[src/rtl/iir_ctrl_pkg.sv]
// Shared definitions for the pipelined_iir stream sequencer.
//   state_t      : job sequencer states
//   DEF_*        : default sample width, filter latency, flush length, counter width
//   ZERO_SAMP    : the sample driven into the filter when no data is issued
package iir_ctrl_pkg;

    localparam int unsigned DEF_W       = 32;
    localparam int unsigned DEF_LAT     = 4;
    localparam int unsigned DEF_RST_CYC = 3;
    localparam int unsigned DEF_CNT_W   = 16;

    localparam logic [DEF_W-1:0] ZERO_SAMP = '0;

    typedef enum logic [1:0] {
        IDLE  = 2'd0,
        FLUSH = 2'd1,
        RUN   = 2'd2,
        DRAIN = 2'd3
    } state_t;

endpackage

[src/rtl/iir_valid_tag_pipe.sv]
// Valid-tag shift register that tracks which filter cycles carry job samples.
//   clk, reset : clock, async active-low reset
//   clr        : synchronous clear of every stage
//   tag_in     : 1 when a sample slot is issued this cycle
//   tag_out    : tag after DEPTH edges
import iir_ctrl_pkg::*;

module iir_valid_tag_pipe #(
    parameter int unsigned DEPTH = DEF_LAT + 1
) (
    input  logic clk,
    input  logic reset,
    input  logic clr,
    input  logic tag_in,
    output logic tag_out
);

    logic [DEPTH-1:0] pipe;

    // Stage 0 loads on the issue edge; stage DEPTH-1 is valid DEPTH-1 edges later.
    always_ff @(posedge clk or negedge reset) begin
        if (!reset) begin
            pipe <= '0;
        end else if (clr) begin
            pipe <= '0;
        end else begin
            pipe <= {pipe[DEPTH-2:0], tag_in};
        end
    end

    assign tag_out = pipe[DEPTH-1];

endmodule

[src/rtl/iir_stream_ctrl.sv]
// Start-to-done job sequencer for the pipelined_iir datapath: flushes the
// filter, streams num_samp samples into it, drains the pipeline, pulses done.
// Optional build macro IIR_CTRL_HOLD_EN: underrun slots repeat the last
// accepted sample instead of driving zero.
//   clk, reset        : clock, async active-low reset
//   start, stop       : begin job (IDLE only) / end streaming early (RUN only)
//   num_samp          : job length, latched on start
//   in_valid, in_data : upstream sample; in_ready high only while streaming
//   filt_rst, filt_x  : filter reset and sample input
//   filt_y            : filter output
//   out_valid, out_data : aligned filter result for job samples
//   busy, done, underrun, samp_cnt : job status
import iir_ctrl_pkg::*;

module iir_stream_ctrl #(
    parameter int unsigned W       = DEF_W,
    parameter int unsigned LAT     = DEF_LAT,
    parameter int unsigned RST_CYC = DEF_RST_CYC,
    parameter int unsigned CNT_W   = DEF_CNT_W
) (
    input  logic             clk,
    input  logic             reset,
    input  logic             start,
    input  logic             stop,
    input  logic [CNT_W-1:0] num_samp,
    input  logic             in_valid,
    input  logic [W-1:0]     in_data,
    output logic             in_ready,
    output logic             filt_rst,
    output logic [W-1:0]     filt_x,
    input  logic [W-1:0]     filt_y,
    output logic             out_valid,
    output logic [W-1:0]     out_data,
    output logic             busy,
    output logic             done,
    output logic             underrun,
    output logic [CNT_W-1:0] samp_cnt
);

    localparam int unsigned PH_MAX = (LAT + 1 > RST_CYC) ? LAT + 1 : RST_CYC;
    localparam int unsigned PH_W   = $clog2(PH_MAX + 1);

    state_t           state, state_nxt;
    logic [PH_W-1:0]  ph_cnt, ph_nxt;
    logic [CNT_W-1:0] cnt_lat, cnt_lat_nxt;
    logic [CNT_W-1:0] samp_nxt;
    logic [W-1:0]     filt_x_nxt;
    logic             under_nxt;
    logic             done_nxt;
    logic             filt_rst_nxt;
    logic             in_ready_nxt;
    logic             busy_nxt;
    logic             slot_c;
    logic             job_clr_c;
    logic             tag_out;
`ifdef IIR_CTRL_HOLD_EN
    logic [W-1:0]     last_samp, last_nxt;
`endif

    // State register and all registered outputs.
    always_ff @(posedge clk or negedge reset) begin
        if (!reset) begin
            state    <= IDLE;
            ph_cnt   <= '0;
            cnt_lat  <= '0;
            samp_cnt <= '0;
            filt_x   <= '0;
            filt_rst <= 1'b1;
            in_ready <= 1'b0;
            busy     <= 1'b0;
            done     <= 1'b0;
            underrun <= 1'b0;
`ifdef IIR_CTRL_HOLD_EN
            last_samp <= '0;
`endif
        end else begin
            state    <= state_nxt;
            ph_cnt   <= ph_nxt;
            cnt_lat  <= cnt_lat_nxt;
            samp_cnt <= samp_nxt;
            filt_x   <= filt_x_nxt;
            filt_rst <= filt_rst_nxt;
            in_ready <= in_ready_nxt;
            busy     <= busy_nxt;
            done     <= done_nxt;
            underrun <= under_nxt;
`ifdef IIR_CTRL_HOLD_EN
            last_samp <= last_nxt;
`endif
        end
    end

    // Next-state and next-output logic.
    always_comb begin
        state_nxt   = state;
        ph_nxt      = ph_cnt;
        cnt_lat_nxt = cnt_lat;
        samp_nxt    = samp_cnt;
        filt_x_nxt  = W'(ZERO_SAMP);
        under_nxt   = underrun;
        done_nxt    = 1'b0;
        slot_c      = 1'b0;
        job_clr_c   = 1'b0;
`ifdef IIR_CTRL_HOLD_EN
        last_nxt    = last_samp;
`endif

        case (state)
            IDLE: begin
                if (start) begin
                    cnt_lat_nxt = num_samp;
                    samp_nxt    = '0;
                    under_nxt   = 1'b0;
                    ph_nxt      = '0;
                    job_clr_c   = 1'b1;
`ifdef IIR_CTRL_HOLD_EN
                    last_nxt    = '0;
`endif
                    state_nxt   = FLUSH;
                end
            end
            FLUSH: begin
                if (ph_cnt == PH_W'(RST_CYC - 1)) begin
                    ph_nxt    = '0;
                    state_nxt = (cnt_lat == '0) ? DRAIN : RUN;
                end else begin
                    ph_nxt = PH_W'(ph_cnt + 1'b1);
                end
            end
            RUN: begin
                // Every RUN cycle issues one slot, valid data or not.
                slot_c   = 1'b1;
                samp_nxt = CNT_W'(samp_cnt + 1'b1);
                if (in_valid) begin
                    filt_x_nxt = in_data;
`ifdef IIR_CTRL_HOLD_EN
                    last_nxt   = in_data;
`endif
                end else begin
                    under_nxt = 1'b1;
`ifdef IIR_CTRL_HOLD_EN
                    filt_x_nxt = last_samp;
`endif
                end
                if (samp_nxt == cnt_lat || stop) begin
                    ph_nxt    = '0;
                    state_nxt = DRAIN;
                end
            end
            DRAIN: begin
                if (ph_cnt == PH_W'(LAT)) begin
                    ph_nxt    = '0;
                    done_nxt  = 1'b1;
                    state_nxt = IDLE;
                end else begin
                    ph_nxt = PH_W'(ph_cnt + 1'b1);
                end
            end
            default: begin
                state_nxt = IDLE;
            end
        endcase

        // Status outputs follow the state being entered so they match it cycle for cycle.
        filt_rst_nxt = (state_nxt == IDLE) || (state_nxt == FLUSH);
        in_ready_nxt = (state_nxt == RUN);
        busy_nxt     = (state_nxt != IDLE);
    end

    iir_valid_tag_pipe #(
        .DEPTH (LAT + 1)
    ) u_tag_pipe (
        .clk     (clk),
        .reset   (reset),
        .clr     (job_clr_c),
        .tag_in  (slot_c),
        .tag_out (tag_out)
    );

    // Capture filter output only for cycles that carry a job sample.
    always_ff @(posedge clk or negedge reset) begin
        if (!reset) begin
            out_valid <= 1'b0;
            out_data  <= '0;
        end else begin
            out_valid <= tag_out;
            if (tag_out) begin
                out_data <= filt_y;
            end
        end
    end

endmodule
[config.mk]
export PLATFORM = sky130hd
export DESIGN_NAME = iir_stream_ctrl
export DESIGN_NICKNAME = d
export VERILOG_FILES = /design/src/rtl/iir_ctrl_pkg.sv /design/src/rtl/iir_valid_tag_pipe.sv /design/src/rtl/iir_stream_ctrl.sv
export SDC_FILE = /design/constraint.sdc
export NUM_CORES = 1
export LEC_CHECK = 0
export ABC_AREA = 1
export BUFFER_PORTS_ARGS = -buffer_cell sky130_fd_sc_hd__buf_2
export CORE_ASPECT_RATIO = 1.5
export CORE_UTILIZATION = 40
export DETAILED_ROUTE_END_ITERATION = 10
export GPL_TIMING_DRIVEN = 0
export PLACE_DENSITY = 0.74
export SYNTH_ARGS = -nofsm -noshare
export SYNTH_HDL_FRONTEND = slang
export SYNTH_HIERARCHICAL = 1
export SYNTH_SLANG_ARGS = --single-unit
[constraint.sdc]
create_clock -name clk -period 3.2 [get_ports clk]
set_input_delay 0.16 -clock clk [delete_from_list [all_inputs] [get_ports clk]]
set_output_delay 0.16 -clock clk [all_outputs]
set_load 0.02 [all_outputs]
==> flow_metrics.env, run 1 <==
export IMPL_status="completed"
export IMPL_max_clock_freq_mhz=462
export IMPL_ys_seq_elements=112
export IMPL_report_final_slew_viol_count=0
export IMPL_seq_area_sq_um=2800
export IMPL_grtUsageMet3_pct=5.11
export IMPL_reg2reg_slack_ps=1040
export IMPL_rows=48
export IMPL_final_cells=860
export IMPL_startpoint_type="flop"
export IMPL_cts_root_buf="clkbuf_16"
export IMPL_clk_pin_slew_ps=70
export IMPL_syn_area_sq_um=4860
export IMPL_synth_cell_types=28
export IMPL_cts_sinks=112
export IMPL_grt_max_degree=61
export IMPL_final_min_clock_period_ps=2160
export IMPL_rsz0062_at_grt="false"
export IMPL_syn_inst=523
export IMPL_cp_end_kind="flop"
export IMPL_synth_nets=612
export IMPL_drtIter0Drc=212
export IMPL_cts_setup_buffers=0
export IMPL_dp_hpwl_microns=9070
export IMPL_drive_above_1_share_pct=32.5
export IMPL_cts_resized=0
export IMPL_htree_levels=3
export IMPL_path_class="reg -> reg"
export IMPL_vias=4174
export IMPL_ir_drop_mv=0.318
export IMPL_p_leak_nw=3.26
export IMPL_finalSetupTns_ps=0
export IMPL_reg2reg_depth=15
export IMPL_setup_viol=0
export IMPL_post_route_period_util_pct=67.6
export IMPL_n_fill_cell=1089
export IMPL_clk_latency_ps=340
export IMPL_final_util_pct=53.4
export IMPL_viasPerCell=4.85
export IMPL_cts_buffer_depth=2
export IMPL_final_nets=794
export IMPL_area_delta_synth_final_pct=28.1
export IMPL_maxCapViolations=0
export IMPL_layout_common_cells="169 x buf_2, 152 x nand2_1, 111 x dfrtp_1, 55 x nor2_1, 50 x inv_1"
export IMPL_hold_end="cnt_lat[1]"
export IMPL_yosysSeqAreaShare_pct=57.7
export IMPL_power_mw=4.97
export IMPL_finalHoldViolations=0
export IMPL_first_global_vias=4168
export IMPL_use_met2_pct=34.8
export IMPL_busiest_layer="met2"
export IMPL_post_drt_wl_per_cell_microns=13.7
export IMPL_die_y_microns=137
export IMPL_hp_class="in -> reg"
export IMPL_fin_skew_ps=7.65
export IMPL_io_pins=171
export IMPL_core_area_sq_um=11700
export IMPL_multi_input_area_sq_um=1800
export IMPL_start_util_pct=41.7
export IMPL_yosys_warnings=6
export IMPL_dp_cells=843
export IMPL_dieArea_sq_um=12600
export IMPL_cp_arrival_ps=2450
export IMPL_ctsHoldBuffers=1
export IMPL_cts_made_buffers=9
export IMPL_grtUsageMet1_pct=19.9
export IMPL_dieWidth_microns=92.0
export IMPL_grt_overflow=0
export IMPL_final_common_cell="buf_2"
export IMPL_tritoncts="built"
export IMPL_diodes=0
export IMPL_worstHoldStart="num_samp[1]"
export IMPL_wl_microns=11800
export IMPL_r2r_end="busy"
export IMPL_grt_pass1_wl_microns=18700
export IMPL_power_per_cell_area_nw_per_um2=799
export IMPL_worst_ep_required_time_ps=3490
export IMPL_globalplace_congestion=0.861
export IMPL_worstHoldPathCells=3
export IMPL_tightest_slew_ps=754
export IMPL_drt_pass1_iterations=4
export IMPL_timing_rr_start="samp_cnt[0]"
export IMPL_antenna_found_initial=0
export IMPL_io_buffers=169
export IMPL_synth_area_per_cell_sq_um=9.28
export IMPL_path_max_fanout=7
export IMPL_final_antenna_net_count=0
export IMPL_track_usage_pct=19.2
export IMPL_drc=0
export IMPL_slew_headroom_pct=49.7
==> sequential cells by signal (all words and copies together) (netlist names) <==
register and cells:
filt_x 32, out_data 32, cnt_lat 16, samp_cnt 16, u_tag_pipe/pipe 5, ph_cnt 3
state 2, busy 1, done 1, filt_rst 1, in_ready 1, out_valid 1
underrun 1
==> worst max-delay path: stages, from the launching register on <==
cell and delay [ps]:
dfrtp_1 480, ha_1 250, nand2_1 140, nor2_4 200, nand2_1 100, nand3b_1 90, nand2_1 50, nor2_1 80
nand3_1 100, nor2_1 150, nand3_1 100, nand2_1 100, nand2_1 60, nand2_1 80, nand2_1 70, nand2_1 60
==> synth_stat cells <==
cell type  number  area share, %
nand2_1       152             12
dfrtp_1       111             57
nor2_1         55            4.3
inv_1          50            3.9
nand3_1        36            3.7
mux2_2         32            7.4
o21ai_0        22            2.3
clkbuf_1       12           0.93
nand4_1         9            1.2
o22ai_1         7           0.90
nor2_2          5           0.64
ha_1            4            1.0
nand3b_1        4           0.62
buf_1           3           0.23
nor2_4          3           0.70
xor2_1          3           0.54
nand2_2         2           0.26
nor4_1          2           0.26
o21ai_2         2           0.36
a21oi_1         1           0.10
a22oi_1         1           0.15
buf_2           1           0.10
dfstp_2         1           0.54
inv_2           1          0.077
nor3_1          1           0.10
o311ai_0        1           0.18
xnor2_1         1           0.18
xnor3_1         1           0.46
==> worst max path at each step <==
stage	startpoint	endpoint	slack (ps)	cells past startpoint
after floorplan	samp_cnt[0]	in_ready	1320	12
after global placement	reset	filt_x[5]	730	1
after detailed placement	samp_cnt[0]	busy	1020	15
after CTS	samp_cnt[0]	busy	1010	15
after global routing	samp_cnt[0]	busy	770	15
final	samp_cnt[0]	busy	1040	15
==> per-stage QoR <==
| stage | cell area (sq um) | hold WS [ps] | setup slack (ps) |
|---|---|---|---|
| after CTS | 6220 | 10.3 | 1010 |
| after global routing | 6220 | 8.59 | 771 |
| after floorplan | 4860 | -136 | 1320 |
| after global placement | 5890 | 359 | 727 |
| final | 6220 | 17.3 | 1040 |
| after detailed placement | 5920 | 242 | 1020 |
==> layer usage <==
metal | vias up | routed length (microns)
met2 | 187 | 6050
met1 | 1931 | 4440
met3 | 21 | 958
met5 | - | 0
met4 | 0 | 346
li1 | 2035 | -
==> area by class of cell <==
type                       instances  area share [%]
sequential                       112            45.1
tap                              150            3.02
multi-input combinational        344            28.9
buffer                            16           0.986
clock inverter                     4           0.724
timing repair buffer             171            14.2
clock buffer                      12            3.96
inverter                          51            3.08
==> report_power, final <==
part           leakage [nW]  switching, mW  internal (mW)
sequential             1.44          0.246           1.84
combinational          1.67           1.10          0.687
clock                 0.146          0.473          0.625
total                  3.26           1.82           3.15
==> kinds of logic after synthesis <==
family          share of synthesized area, %
buf+inv                                 5.20
mux                                     7.42
simple gates                            23.4
flops                                   57.7
xor+xnor                                1.19
fa+ha+maj                               1.03
compound gates                          3.97
Power figures use the tool's default switching activity.
==> run 2: changes to the inputs <==
clock period = 2.11 ns   (was 3.2 ns; I/O delays follow)
==> flow_metrics.env, run 2 (same netlist as run 1, synthesis figures left out) <==
export IMPL_start_util_pct=41.7
export IMPL_rows=48
export IMPL_grt_pass1_wl_microns=21500
export IMPL_viasPerCell=4.86
export IMPL_clk_pin_slew_ps=70
export IMPL_drt_pass1_iterations=4
export IMPL_antenna_found_initial=0
export IMPL_track_usage_pct=22.0
export IMPL_grt_max_degree=61
export IMPL_slew_headroom_pct=54.5
export IMPL_cp_slowest_cell="clkbuf_1"
export IMPL_dieWidth_microns=92.0
export IMPL_switchingPower_mw=2.90
export IMPL_setup_viol=0
export IMPL_worst_ep_required_time_ps=2300
export IMPL_multi_input_area_sq_um=1890
export IMPL_finalSetupTns_ps=0
export IMPL_comb_power_share_pct=37.7
export IMPL_dp_hpwl_microns=9070
export IMPL_drc=0
export IMPL_place_ws_ps=-72.8
export IMPL_p_clk_share_pct=21.6
export IMPL_layout_common_cells="169 x buf_2, 149 x nand2_1, 107 x dfrtp_1, 78 x dlygate4sd3_1, 51 x nor2_1"
export IMPL_p_int_mw=4.93
export IMPL_p_seq_share_pct=40.8
export IMPL_status="completed"
export IMPL_crit_buf_inv=4
export IMPL_seq_area_sq_um=2810
export IMPL_largest_registers="filt_x x32, out_data x32"
export IMPL_area_delta_synth_final_pct=47.2
export IMPL_grt_overflow=0
export IMPL_cp_end_kind="flop"
export IMPL_cts_made_buffers=9
export IMPL_power_mw=7.83
export IMPL_final_min_clock_period_ps=2030
export IMPL_timing_rr_start="state[1]"
export IMPL_core_area_sq_um=11700
export IMPL_cp_startpoint="state[1]"
export IMPL_slowest_delay_ps=500
export IMPL_dpl_instance_area_sq_um=5920
export IMPL_wl_microns=13800
export IMPL_dieArea_sq_um=12600
export IMPL_clk_latency_ps=350
export IMPL_ir_drop_mv=0.492
export IMPL_power_per_cell_area_nw_per_um2=1100
export IMPL_fin_area_sq_um=7150
export IMPL_dp_cells=843
export IMPL_cp_arrival_ps=2220
export IMPL_critical_path_top_delay_family="buffers and inverters"
export IMPL_final_util_pct=61.4
export IMPL_hp_class="in -> reg"
export IMPL_maxCapViolations=0
export IMPL_postLayoutSetupSlackWorst_ps=78.8
export IMPL_final_antenna_net_count=0
export IMPL_tightest_slew_ps=682
export IMPL_startpoint_type="flop"
export IMPL_cts_buffer_depth=2
export IMPL_whs_ps=6.52
export IMPL_die_y_microns=137
export IMPL_cts_sinks=112
export IMPL_fin_skew_ps=7.79
export IMPL_vias=4592
export IMPL_max_clock_freq_mhz=492
export IMPL_worstHoldStart="filt_y[20]"
export IMPL_switching_share_pct=37.0
export IMPL_first_global_vias=4678
export IMPL_final_nets=879
export IMPL_drtIter0Drc=270
export IMPL_cp_cell_sequence="inv_1 -> nor2_1 -> clkbuf_1 -> nor2_1 -> inv_1 -> buf_2 -> o22ai_1"
export IMPL_n_fill_cell=958
export IMPL_cts_root_buf="clkbuf_16"
export IMPL_post_route_period_util_pct=96.3
export IMPL_final_common_cell="buf_2"
export IMPL_drive_above_1_share_pct=32.2
export IMPL_io_buffers=169
export IMPL_diodes=0
export IMPL_io_pins=171
export IMPL_globalplace_congestion=0.861
export IMPL_htree_levels=3
export IMPL_final_cells=945
export IMPL_report_final_slew_viol_count=0
export IMPL_p_leak_nw=3.65
export IMPL_post_drt_wl_per_cell_microns=14.6
export IMPL_tritoncts="built"
export IMPL_path_class="reg -> reg"
export IMPL_path_max_fanout=10
export IMPL_finalHoldViolations=0
==> run 2: path summary, 6_finish.rpt <==
kind / endpoint / slack [ps] / cells past startpoint
worst min-delay path: out_data[20] / 7 / 2
worst min register to register: out_valid / 380 / 0
min in group asynchronous: out_data[10] / 340 / 2
worst max register to register: samp_cnt[8] / 80 / 7
max in group asynchronous: filt_rst / 1000 / 3
worst max-delay path: samp_cnt[8] / 80 / 7
==> run 2: repair_timing <==
action                                 in CTS  in global routing
endpoints found under the hold margin     129                  0
hold buffers                               78                  0
pin swaps                                   1                  7
setup endpoints to repair                  19                 16
gates cloned                                0                  1
setup buffers                               3                  4
resized for setup                           2                 26
==> run 2: worst reg2reg max path: stages, from the launching register on <==
cell,delay (ps)
dfrtp_1,410
inv_1,60
nor2_1,140
clkbuf_1,500
nor2_1,150
inv_1,200
buf_2,290
o22ai_1,120
==> run 2: final cells by class <==
type,instances,area share (%)
sequential,112,39.3
multi-input combinational,345,26.4
timing repair buffer,255,24.0
clock buffer,12,3.45
inverter,51,2.68
tap,150,2.63
buffer,16,0.875
clock inverter,4,0.630
==> run 2: power groups by stage <==
stage / sequential (mW) / clock [mW] / combinational (mW)
global route: 3.26 / 1.81 / 3.23
floorplan: 3.69 / 0 / 1.28
detailed placement: 3.21 / 0 / 2.73
CTS: 3.17 / 1.71 / 2.89
global placement: 3.17 / 0 / 2.65
finish: 3.19 / 1.69 / 2.95
==> run 2: metal layers <==
layer  part of all wire, %  routed length [microns]  track usage, %
met4                   3.6                      492            11.3
met1                    38                     5260            23.2
met3                   6.3                      868            4.33
met2                    52                     7140            41.0
met5                     0                        0               0
==> run 3: changes to the inputs <==
SETUP_SLACK_MARGIN = 0.3   (was default)
==> flow_metrics.env, run 3 (same netlist as run 1, synthesis figures left out) <==
export IMPL_die_y_microns=137
export IMPL_dp_cells=843
export IMPL_largest_registers="filt_x x32, out_data x32"
export IMPL_grt_pass1_wl_microns=21800
export IMPL_wl_microns=13700
export IMPL_hold_end="out_data[29]"
export IMPL_timing_rr_start="samp_cnt[0]"
export IMPL_final_cells=949
export IMPL_cts_root_buf="clkbuf_16"
export IMPL_setup_viol=0
export IMPL_finalHoldViolations=0
export IMPL_max_clock_freq_mhz=510
export IMPL_track_usage_pct=22.3
export IMPL_r2r_end="ph_cnt[1]"
export IMPL_drt_pass1_iterations=4
export IMPL_final_common_cell="buf_2"
export IMPL_rows=48
export IMPL_post_route_period_util_pct=93.0
export IMPL_path_class="reg -> reg"
export IMPL_hp_class="in -> reg"
export IMPL_place_ws_ps=-39.4
export IMPL_globalplace_congestion=0.875
export IMPL_worstHoldStart="filt_y[29]"
export IMPL_drive_above_1_share_pct=33.9
export IMPL_rsz0062_at_grt="true"
export IMPL_dieArea_sq_um=12600
export IMPL_grt_overflow=0
export IMPL_status="completed"
export IMPL_slew_headroom_pct=55.9
export IMPL_io_pins=171
export IMPL_layout_common_cells="169 x buf_2, 145 x nand2_1, 104 x dfrtp_1, 79 x dlygate4sd3_1, 51 x nor2_1"
export IMPL_fin_skew_ps=8.58
export IMPL_core_area_sq_um=11700
export IMPL_final_min_clock_period_ps=1960
export IMPL_power_per_cell_area_nw_per_um2=1080
export IMPL_area_delta_synth_final_pct=48.7
export IMPL_cp_end_kind="flop"
export IMPL_io_buffers=169
export IMPL_ir_drop_mv=0.462
export IMPL_first_global_vias=4900
export IMPL_viasPerCell=4.82
export IMPL_startpoint_type="flop"
export IMPL_report_final_slew_viol_count=0
export IMPL_path_max_fanout=4
export IMPL_post_drt_wl_per_cell_microns=14.4
export IMPL_dp_hpwl_microns=9090
export IMPL_finalSetupTns_ps=0
export IMPL_dieWidth_microns=92.0
export IMPL_cts_sinks=112
export IMPL_cp_arrival_ps=2210
export IMPL_clk_latency_ps=350
export IMPL_tritoncts="built"
export IMPL_reg2reg_depth=15
export IMPL_postLayoutSetupSlackWorst_ps=148
export IMPL_drtIter0Drc=270
export IMPL_p_leak_nw=3.67
export IMPL_drc=0
export IMPL_power_mw=7.80
export IMPL_worstHoldPathCells=2
export IMPL_start_util_pct=41.7
export IMPL_cts_made_buffers=9
export IMPL_reg2reg_slack_ps=150
export IMPL_antenna_found_initial=0
export IMPL_vias=4574
export IMPL_diodes=0
export IMPL_maxCapViolations=0
export IMPL_grt_max_degree=66
export IMPL_worst_ep_required_time_ps=2350
export IMPL_htree_levels=3
export IMPL_final_nets=883
export IMPL_final_antenna_net_count=0
export IMPL_clk_pin_slew_ps=70
export IMPL_tightest_slew_ps=661
export IMPL_cts_buffer_depth=2
run 3: power breakdown:
| group | leakage, nW | internal [mW] | switching (mW) |
|---|---|---|---|
| combinational | 2.11 | 1.23 | 1.80 |
| clock | 0.128 | 0.829 | 0.753 |
| sequential | 1.43 | 2.80 | 0.393 |
run 3: how the worst max path moves through the flow:
| stage | slack [ps] | startpoint | cells past startpoint | to |
|---|---|---|---|---|
| CTS | 180 | samp_cnt[0] | 14 | in_ready |
| global placement | -500 | reset | 1 | samp_cnt[0] |
| finish | 150 | samp_cnt[0] | 15 | ph_cnt[1] |
| global route | 40 | samp_cnt[0] | 15 | ph_cnt[1] |
| detailed placement | -40 | state[1] | 5 | cnt_lat[13] |
| floorplan | 330 | samp_cnt[0] | 12 | in_ready |
run 3: metal layers:
layer / GRT usage, % / share of wire (%) / routed length, microns / up-vias
li1: - / - / - / 2207
met1: 23.0 / 38 / 5160 / 2137
met2: 42.1 / 52 / 7170 / 198
met3: 4.44 / 6.6 / 907 / 32
met4: 12.1 / 3.3 / 447 / 0
met5: 0 / 0 / 0 / -
run 3: area by class of cell:
type	count	area, sq um
Buffer	16	65.1
Clock buffer	11	243
Clock inverter	5	32.5
Fill cell	948	4430
Inverter	51	191
Multi-Input combinational cell	344	1910
Sequential cell	112	2810
Tap cell	150	188
Timing Repair Buffer	260	1780
run 3: timing repair:
item	4_1_cts	5_1_grt
gates resized for setup	15	22
pin swaps	12	19
hold endpoints to repair	124	0
setup buffers	9	2
hold buffers	79	0
setup endpoints to repair	38	25
run 3: critical path, stage by stage, from the launching register on:
cell and delay [ps]:
dfrtp_2 420, ha_4 180, nand2_4 60, nor2_4 150, buf_6 130, nand4_1 140
nand2_1 120, nand2_1 60, nand2_1 70, nand2_1 60, nor2_1 100, nand3_2 80
nand2_2 80, o21ai_2 70, nand2_1 60, nand2_1 60
run 3: stage by stage:
step / hold WS (ps) / utilization (%) / instance area, sq um
detailed placement: 168 / 50.8 / 5920
global route: 1.85 / 62.0 / 7220
CTS: 0.515 / 61.2 / 7140
floorplan: -190 / - / 4860
finish: 10.1 / 62.0 / 7220
global placement: 311 / 50.6 / 5890
